===== config.mk =====
export PLATFORM = sky130hd
export DESIGN_NAME = execute_cycle
export DESIGN_NICKNAME = d
export VERILOG_FILES = /design/src/rtl/execute_cycle.sv
export SDC_FILE = /design/constraint.sdc
export NUM_CORES = 1
export LEC_CHECK = 0
export CAP_MARGIN = 20
export CORE_UTILIZATION = 51
export DETAILED_ROUTE_END_ITERATION = 10
export PLACE_DENSITY = 0.88
export SLEW_MARGIN = 10
export SYNTH_ARGS = -nofsm -noshare
export SYNTH_HDL_FRONTEND = slang
export SYNTH_SLANG_ARGS = --single-unit
export TNS_END_PERCENT = 100

===== constraint.sdc =====
create_clock -name clk -period 15.9 [get_ports clk]
set_clock_uncertainty 0.2 [all_clocks]
set_input_delay 2.385 -clock clk [delete_from_list [all_inputs] [get_ports clk]]
set_output_delay 2.385 -clock clk [all_outputs]
set_load 0.01 [all_outputs]

===== src/rtl/execute_cycle.sv =====
// execute_cycle -- RISC-V style execute stage with EX/MEM pipeline register.
// Operand forwarding muxes are built only when EXECUTE_FORWARDING_EN is
// defined; otherwise the A/B operands come straight from the register file
// reads. The port list is the same in both builds.
module execute_cycle (
  input  logic        clk,
  input  logic        rst,
  input  logic        RegWriteE,
  input  logic        ALUSrcE,
  input  logic        MemWriteE,
  input  logic        branchE,
  input  logic        JumpE,
  input  logic [1:0]  ResultSrcE,
  input  logic [2:0]  ALUControlE,
  input  logic [31:0] RD1E,
  input  logic [31:0] RD2E,
  input  logic [31:0] PCE,
  input  logic [31:0] ImmEXTE,
  input  logic [31:0] PCPlus4E,
  input  logic [4:0]  RdE,
  input  logic [1:0]  ForwardAE,
  input  logic [1:0]  ForwardBE,
  input  logic [31:0] ResultW,
  output logic        PCSrcE,
  output logic [31:0] PCTargetE,
  output logic        RegWriteM,
  output logic        MemWriteM,
  output logic [1:0]  ResultSrcM,
  output logic [4:0]  RdM,
  output logic [31:0] ALUResultM,
  output logic [31:0] WriteDataM,
  output logic [31:0] PCPlus4M
);

  // EX/MEM pipeline registers
  logic        r_reg_write;
  logic        r_mem_write;
  logic [1:0]  r_result_src;
  logic [4:0]  r_rd;
  logic [31:0] r_alu_result;
  logic [31:0] r_write_data;
  logic [31:0] r_pc_plus4;

  logic [31:0] w_src_a;
  logic [31:0] w_write_data;
  logic [31:0] w_src_b;
  logic [31:0] w_alu_result;
  logic        w_zero;

`ifdef EXECUTE_FORWARDING_EN
  // A operand: register file, writeback result, or the value this stage
  // registered at the previous edge (back-to-back dependency, no stall)
  always_comb begin
    w_src_a = RD1E;
    case (ForwardAE)
      2'b01:   w_src_a = ResultW;
      2'b10:   w_src_a = r_alu_result;
      default: w_src_a = RD1E;
    endcase
  end

  // B operand forwarding; this forwarded value is also the store data
  always_comb begin
    w_write_data = RD2E;
    case (ForwardBE)
      2'b01:   w_write_data = ResultW;
      2'b10:   w_write_data = r_alu_result;
      default: w_write_data = RD2E;
    endcase
  end
`else
  // Forwarding disabled: the hazard-unit inputs are deliberately ignored
  logic w_unused_fwd;
  assign w_unused_fwd = ^{ForwardAE, ForwardBE, ResultW};
  assign w_src_a      = RD1E;
  assign w_write_data = RD2E;
`endif

  assign w_src_b = ALUSrcE ? ImmEXTE : w_write_data;

  // ALU; unused encodings yield zero so they still produce a defined result
  always_comb begin
    w_alu_result = 32'd0;
    case (ALUControlE)
      3'b000:  w_alu_result = w_src_a + w_src_b;
      3'b001:  w_alu_result = w_src_a - w_src_b;
      3'b010:  w_alu_result = w_src_a & w_src_b;
      3'b011:  w_alu_result = w_src_a | w_src_b;
      3'b101:  w_alu_result = {31'd0, ($signed(w_src_a) < $signed(w_src_b))};
      default: w_alu_result = 32'd0;
    endcase
  end

  assign w_zero    = (w_alu_result == 32'd0);
  assign PCTargetE = PCE + ImmEXTE;
  assign PCSrcE    = (w_zero & branchE) | JumpE;

  // Capture the instruction into the M stage; active-low reset discards it
  always_ff @(posedge clk) begin
    if (!rst) begin
      r_reg_write  <= 1'b0;
      r_mem_write  <= 1'b0;
      r_result_src <= 2'b00;
      r_rd         <= 5'd0;
      r_alu_result <= 32'd0;
      r_write_data <= 32'd0;
      r_pc_plus4   <= 32'd0;
    end else begin
      r_reg_write  <= RegWriteE;
      r_mem_write  <= MemWriteE;
      r_result_src <= ResultSrcE;
      r_rd         <= RdE;
      r_alu_result <= w_alu_result;
      r_write_data <= w_write_data;
      r_pc_plus4   <= PCPlus4E;
    end
  end

  // While reset is held the M outputs read zero immediately, before any edge
  assign RegWriteM  = rst ? r_reg_write  : 1'b0;
  assign MemWriteM  = rst ? r_mem_write  : 1'b0;
  assign ResultSrcM = rst ? r_result_src : 2'b00;
  assign RdM        = rst ? r_rd         : 5'd0;
  assign ALUResultM = rst ? r_alu_result : 32'd0;
  assign WriteDataM = rst ? r_write_data : 32'd0;
  assign PCPlus4M   = rst ? r_pc_plus4   : 32'd0;

endmodule


==> flow_summary_export.csv, run 1 <==
group,metric,value,unit
outcome,status,"complete, no violations",
critical_path,critPathArrivalTime,7.91,ns
critical_path,worstPathRequired,13.32,ns
route,drt_iter0_markers,891,
power_and_ir_drop,power,0.945,mW
global_routing,grt.total_usage,29.8,%
sta,max_slew_margin,36.8,%
power_and_ir_drop,clock_power_share,24.0,%
power_and_ir_drop,p_int,0.597,mW
critical_path,worst_path_largest_cell_delay,0.62,ns
logic_synthesis,synth_top_area_share,20.9,%
critical_path,startpoint,"ALUSrcE",
power_and_ir_drop,power.density,69.5,nW/µm²
logic_synthesis,ys_async_sr_fraction,0,%
sta,clock.fmax,95.2,MHz
critical_path,crit_chain,"buf_2, buf_4, mux2i_1, inv_1, ha_1, fa_1, a211oi_1, o21ai_0, a41oi_1, o311a_1, a21oi_1, a221oi_2, xor2_1, o22ai_1, or4_4, o41ai_2, clkdlybuf4s50_1",
critical_path,crit_type,"in -> out",
route,first_pass_iters,7,
power_and_ir_drop,swShare,36.8,%
logic_synthesis,syn-num-nets,1647,
power_and_ir_drop,p_seq_share,29.9,%
floorplanning,die_area,20300,µm²
logic_synthesis,syn-instance-count,1304,
logic_synthesis,synth_seq_area_share,20.9,%
place,placed_area,13300,µm²
run,maxCapViolations,0,
critical_path,path_depth,17,
logic_synthesis,synth_cell_types,81,
route,antenna_left,0,
sta,worst_pin_slew,0.947,ns
final_layout,insertedDiodeCount,0,
logic_synthesis,netlist_area,10100,µm²
floorplanning,die_x,142,µm
clock_tree,numCtsBuffers,9,
global_routing,grt_pass1_vias,9801,
logic_synthesis,synth_warnings,0,
route,viasPerCell,5.59,
floorplanning,core-area,19400,µm²
sta,hold_viol,0,
clock_tree,root_buffer,"clkbuf_16",
critical_path,worst_setup_path_end_kind,"output pin",
global_routing,grt_pass1_wl,48000,µm
route,drc,0,
hold_path,holdPathStages,2,
logic_synthesis,ys_seq_elements,105,
sta,post-route-period-util,66.0,%
floorplanning,initial_core_util,51.9,%
route,via_count,10300,
hold_path,min_from,"rst",
critical_path,critical-path-top-delay-family,"compound AO/OA/AOI/OAI gates",
critical_path,slowest_stage,"clkdlybuf4s50_1",
final_layout,final_cell_mix,"311 x clkdlybuf4s50_1, 198 x and2_1, 127 x ha_1, 106 x inv_1, 105 x dfxtp_1",
sta,tns,0,ns
place,dp_hpwl,24600,µm
final_layout,final_common_cell,"clkdlybuf4s50_1",
final_layout,fill_cells,1598,
global_routing,grt_max_degree,144,
floorplanning,design.portCount,351,
final_layout,fin_area,13600,µm²
final_layout,drive_above_1_share,3.17,%
sta,rsz0062_at_grt,"no",
logic_synthesis,synth_edf_count,0,
sta,min_period,10.50,ns
sta,finalMaxSlewViolations,0,
global_routing,antenna_found_initial,1,
place,place_congestion,0.948,
power_and_ir_drop,power_switching,0.348,mW
critical_path,cp.buffers_inverters,4,
clock_tree,htree_levels,3,
power_and_ir_drop,vdd_drop_max,55.2,µV
logic_synthesis,ys.flop_type,"dfxtp_1",
clock_tree,post_cts_buffers,0,
sta,setup_violations,0,
clock_tree,cts.clk_slew.worst_paths,0.07,ns
route,detail_route.wl_per_cell,17.0,µm
power_and_ir_drop,power_leakage,5.94,nW
sta,hold_ws,2.29,ns
clock_tree,ctsHoldBuffers,0,
place,io_buffers,314,
clock_tree,cts_max_path_buffers,2,
critical_path,cp-start-kind,"input port",
power_and_ir_drop,combPwrFrac,46.1,%
critical_path,cp_max_fo,32,
hold_path,hp-class,"in -> reg",
logic_synthesis,yosys.area.top_type,"dfxtp_1",
clock_tree,cts_sinks,105,
clock_tree,cts_tree,"yes",
clock_tree,cts_resized,0,
floorplanning,rows,51,
final_layout,nets,1914,
logic_synthesis,yosys-top-cells-area,"dfxtp_1 21%, ha_1 16%, and2_1 12%, a21oi_1 5.0%, inv_1 4.0%",
final_layout,area_growth,35.1,%
final_layout,utilization,70.1,%
logic_synthesis,avgSynthCellArea,7.72,µm²
floorplanning,fp.dieH,142,µm
route,routed_wl,31300,µm
global_routing,gr-total-overflow,0,
==> area by class of cell <==
class                   count  area (µm²)  area share [%]
multi-input cells        1025        7280            53.5
repair buffers            322        3190            23.5
flip-flops and latches    105        2100            15.5
inverters                 108         408            3.00
well taps                 265         332            2.44
clock buffers              10         229            1.68
clock inverters             6        57.6           0.423
==> worst paths after layout <==
check | end | slack, ns
setup / recovery | PCSrcE | 5.40
hold / removal | r_alu_result[9]$_SDFF_PN0_ | 2.29
==> through the flow <==
stage	cells	setup slack, ns
6_report	1841	5.40
5_1_grt	1841	5.06
4_1_cts	1841	5.47
3_5_place_dp	1825	5.59
3_3_place_gp	1825	5.68
2_1_floorplan	1304	6.91
==> layer usage <==
metal	vias up	GRT usage (%)	wire length [µm]
met4	0	8.60	707
met3	62	7.37	2630
met1	4696	34.7	12800
met2	485	53.5	15200
met5	-	0	0
li1	5053	-	-
==> synthesized netlist by cell type (all sizes together), types with 4 or more instances <==
cell and number:
a211oi 26, or3 8, mux2i 35, or4 5, dfxtp 105, nor4 14, nand3 13, nand4 9
nor2 98, o22ai 17, or2 5, nor2b 14, xnor2 42, ha 127, nor3 26, o21bai 13
clkbuf 45, a311oi 6, buf 21, a2111oi 4, inv 107, a21o 22, nand2 59, nand2b 9
o21ai 53, a211o 4, a31oi 12, xor2 12, o31ai 9, o211ai 12, and3 7, a21boi 5
o21a 4, and2 198, a21oi 100, o41ai 5
==> registers in the layout (all words and copies together), names as in the netlist <==
signal and flops:
r_result_src 2, r_reg_write 1, r_pc_plus4 32, r_alu_result 32, r_rd 5, r_write_data 32, r_mem_write 1
==> logic make-up (layout without fill, tap and decap cells) <==
| kind of cell | Yosys count | after routing | synth area share, % |
|---|---|---|---|
| multiplexers | 36 | 36 | 3.71 |
| XOR/XNOR | 54 | 54 | 4.70 |
| buffers and inverters | 174 | 446 | 6.79 |
| AND/OR/NAND/NOR | 475 | 475 | 25.6 |
| AO/OA/AOI/OAI | 330 | 330 | 21.9 |
| flip-flops | 105 | 105 | 20.9 |
| adder cells (fa/ha/maj) | 130 | 130 | 16.4 |
==> power groups by stage <==
stage	sequential (mW)	combinational (mW)	clock, mW
2_1_floorplan	0.287	0.260	0
3_3_place_gp	0.288	0.420	0
3_5_place_dp	0.289	0.428	0
4_1_cts	0.283	0.431	0.231
5_1_grt	0.284	0.471	0.240
6_report	0.283	0.435	0.227
No activity file was read; power rests on OpenSTA's default activity.
==> run 2: changes to the inputs <==
CORE_UTILIZATION = 47   (was 51)
PLACE_DENSITY = 0.82   (was 0.88)
clock period = 10.3 ns   (was 15.9 ns; I/O delays follow)
==> run 2 against run 1 <==
Sequential share of layout area is essentially flat. Combinational power is 54% higher. Count of clock-buffer cells in the layout fell by 1. Total power up 54%. Die area rose by 8.4%. Critical path type unchanged. Largest cell class unchanged. Highest routed layer unchanged.
==> flow_summary_export.csv, run 2 (synthesized netlist as in run 1, its figures left out) <==
group,metric,value,unit
floorplanning,initial_core_util,47.9,%
sta,worst_pin_slew,0.863,ns
global_routing,grt.total_usage,28.1,%
floorplanning,die_area,22000,µm²
final_layout,fin_area,13600,µm²
route,detail_route.wl_per_cell,16.9,µm
power_and_ir_drop,swShare,36.9,%
sta,min_period,8.72,ns
sta,rsz0062_at_grt,"no",
critical_path,cp.buffers_inverters,3,
final_layout,fill_cells,1862,
sta,finalMaxSlewViolations,0,
critical_path,critPathArrivalTime,6.97,ns
power_and_ir_drop,clock_power_share,23.9,%
hold_path,holdPathStages,2,
place,dp_hpwl,24700,µm
global_routing,grt_pass1_vias,9828,
power_and_ir_drop,vdd_drop_max,68.0,µV
critical_path,crit_chain,"buf_2, buf_4, mux2i_1, ha_1, nor2b_1, a211oi_1, o22a_1, a311oi_2, nor4_1, a211oi_1, a311oi_1, xnor2_1, o21ai_0, or4_4, o41ai_2, clkdlybuf4s50_1",
clock_tree,cts_sinks,105,
global_routing,antenna_found_initial,1,
floorplanning,die_x,148,µm
clock_tree,numCtsBuffers,9,
route,viasPerCell,5.57,
critical_path,cp-endpoint,"PCSrcE",
final_layout,area_growth,35.1,%
clock_tree,root_buffer,"clkbuf_16",
power_and_ir_drop,p_seq_share,30.0,%
critical_path,path_depth,16,
route,antenna_left,0,
critical_path,worstPathRequired,8.56,ns
sta,hold_ws,1.50,ns
clock_tree,post_cts_buffers,0,
floorplanning,design.portCount,351,
power_and_ir_drop,power_leakage,5.92,nW
final_layout,final_common_cell,"clkdlybuf4s50_1",
hold_path,hp-class,"in -> reg",
clock_tree,cts_max_path_buffers,2,
power_and_ir_drop,power_switching,0.536,mW
power_and_ir_drop,power.density,107,nW/µm²
route,via_count,10300,
route,first_pass_iters,5,
place,place_congestion,0.959,
place,io_buffers,314,
outcome,status,"complete, no violations",
critical_path,worst_path_largest_cell_delay,0.60,ns
critical_path,path_common_cell,"a211oi_1",
critical_path,crit_type,"in -> out",
route,drc,0,
sta,hold_viol,0,
critical_path,critical-path-top-delay-family,"compound AO/OA/AOI/OAI gates",
floorplanning,core-area,21000,µm²
sta,tns,0,ns
sta,clock.fmax,115,MHz
final_layout,drive_above_1_share,3.17,%
route,drt_iter0_markers,785,
power_and_ir_drop,combPwrFrac,46.1,%
power_and_ir_drop,power,1.45,mW
global_routing,grt_max_degree,130,
final_layout,top_regs,"r_alu_result (32), r_pc_plus4 (32), r_write_data (32)",
clock_tree,cts_tree,"yes",
critical_path,slowest_stage,"clkdlybuf4s50_1",
critical_path,cp_max_fo,18,
place,placed_area,13300,µm²
critical_path,startpoint,"ALUSrcE",
sta,max_slew_margin,42.5,%
clock_tree,htree_levels,3,
clock_tree,ctsHoldBuffers,0,
final_layout,insertedDiodeCount,0,
power_and_ir_drop,p_int,0.917,mW
clock_tree,cts_resized,0,
critical_path,worst_setup_path_end_kind,"output pin",
final_layout,multi_input_area,7280,µm²
floorplanning,fp.dieH,148,µm
global_routing,gr-total-overflow,0,
critical_path,cp-start-kind,"input port",
final_layout,nets,1914,
run,maxCapViolations,0,
final_layout,final_cell_mix,"311 x clkdlybuf4s50_1, 198 x and2_1, 127 x ha_1, 106 x inv_1, 105 x dfxtp_1",
route,routed_wl,31300,µm
sta,post-route-period-util,84.6,%
final_layout,seqCellArea,2100,µm²
clock_tree,cts.clk_slew.worst_paths,0.07,ns
global_routing,grt_pass1_wl,49500,µm
sta,setup_violations,0,
floorplanning,rows,53,
==> run 2: per-stage QoR <==
stage	utilization [%]	std cells	worst slack, ns
final	64.7	1850	1.58
after global routing	64.7	1850	1.30
after CTS	64.7	1850	1.68
after detailed placement	63.4	1835	1.70
after global placement	63.4	1835	1.76
after floorplan	-	1304	2.99
==> run 2: power groups by stage <==
| stage | sequential (mW) | combinational, mW | clock (mW) |
|---|---|---|---|
| finish | 0.436 | 0.670 | 0.347 |
| global route | 0.439 | 0.729 | 0.370 |
| CTS | 0.437 | 0.664 | 0.353 |
| detailed placement | 0.446 | 0.659 | 0 |
| global placement | 0.445 | 0.650 | 0 |
| floorplan | 0.443 | 0.402 | 0 |
==> run 2: metal layers <==
| metal | global-route usage (%) | wire, µm | vias up |
|---|---|---|---|
| li1 | - | - | 5055 |
| met1 | 35.3 | 13500 | 4760 |
| met2 | 48.9 | 14900 | 442 |
| met3 | 5.12 | 2290 | 46 |
| met4 | 8.14 | 622 | 0 |
| met5 | 0 | 0 | - |
==> run 2: worst min path at each step <==
stage,start,endpoint,slack [ns]
3_5_place_dp,rst,r_reg_write$_SDFF_PN0_,1.90
4_1_cts,rst,r_reg_write$_SDFF_PN0_,1.51
5_1_grt,PCPlus4E[9],r_pc_plus4[9]$_SDFF_PN0_,1.55
6_report,rst,r_reg_write$_SDFF_PN0_,1.50
2_1_floorplan,ALUControlE[2],r_alu_result[16]$_SDFF_PN0_,1.42
3_3_place_gp,rst,r_reg_write$_SDFF_PN0_,1.89
==> run 2: layout make-up <==
type,instances,share of cell area [%]
clock buffer,9,1.66
tap,275,2.53
multi-input combinational,1025,53.5
sequential,105,15.5
timing repair buffer,322,23.5
clock inverter,6,0.377
inverter,108,3.00
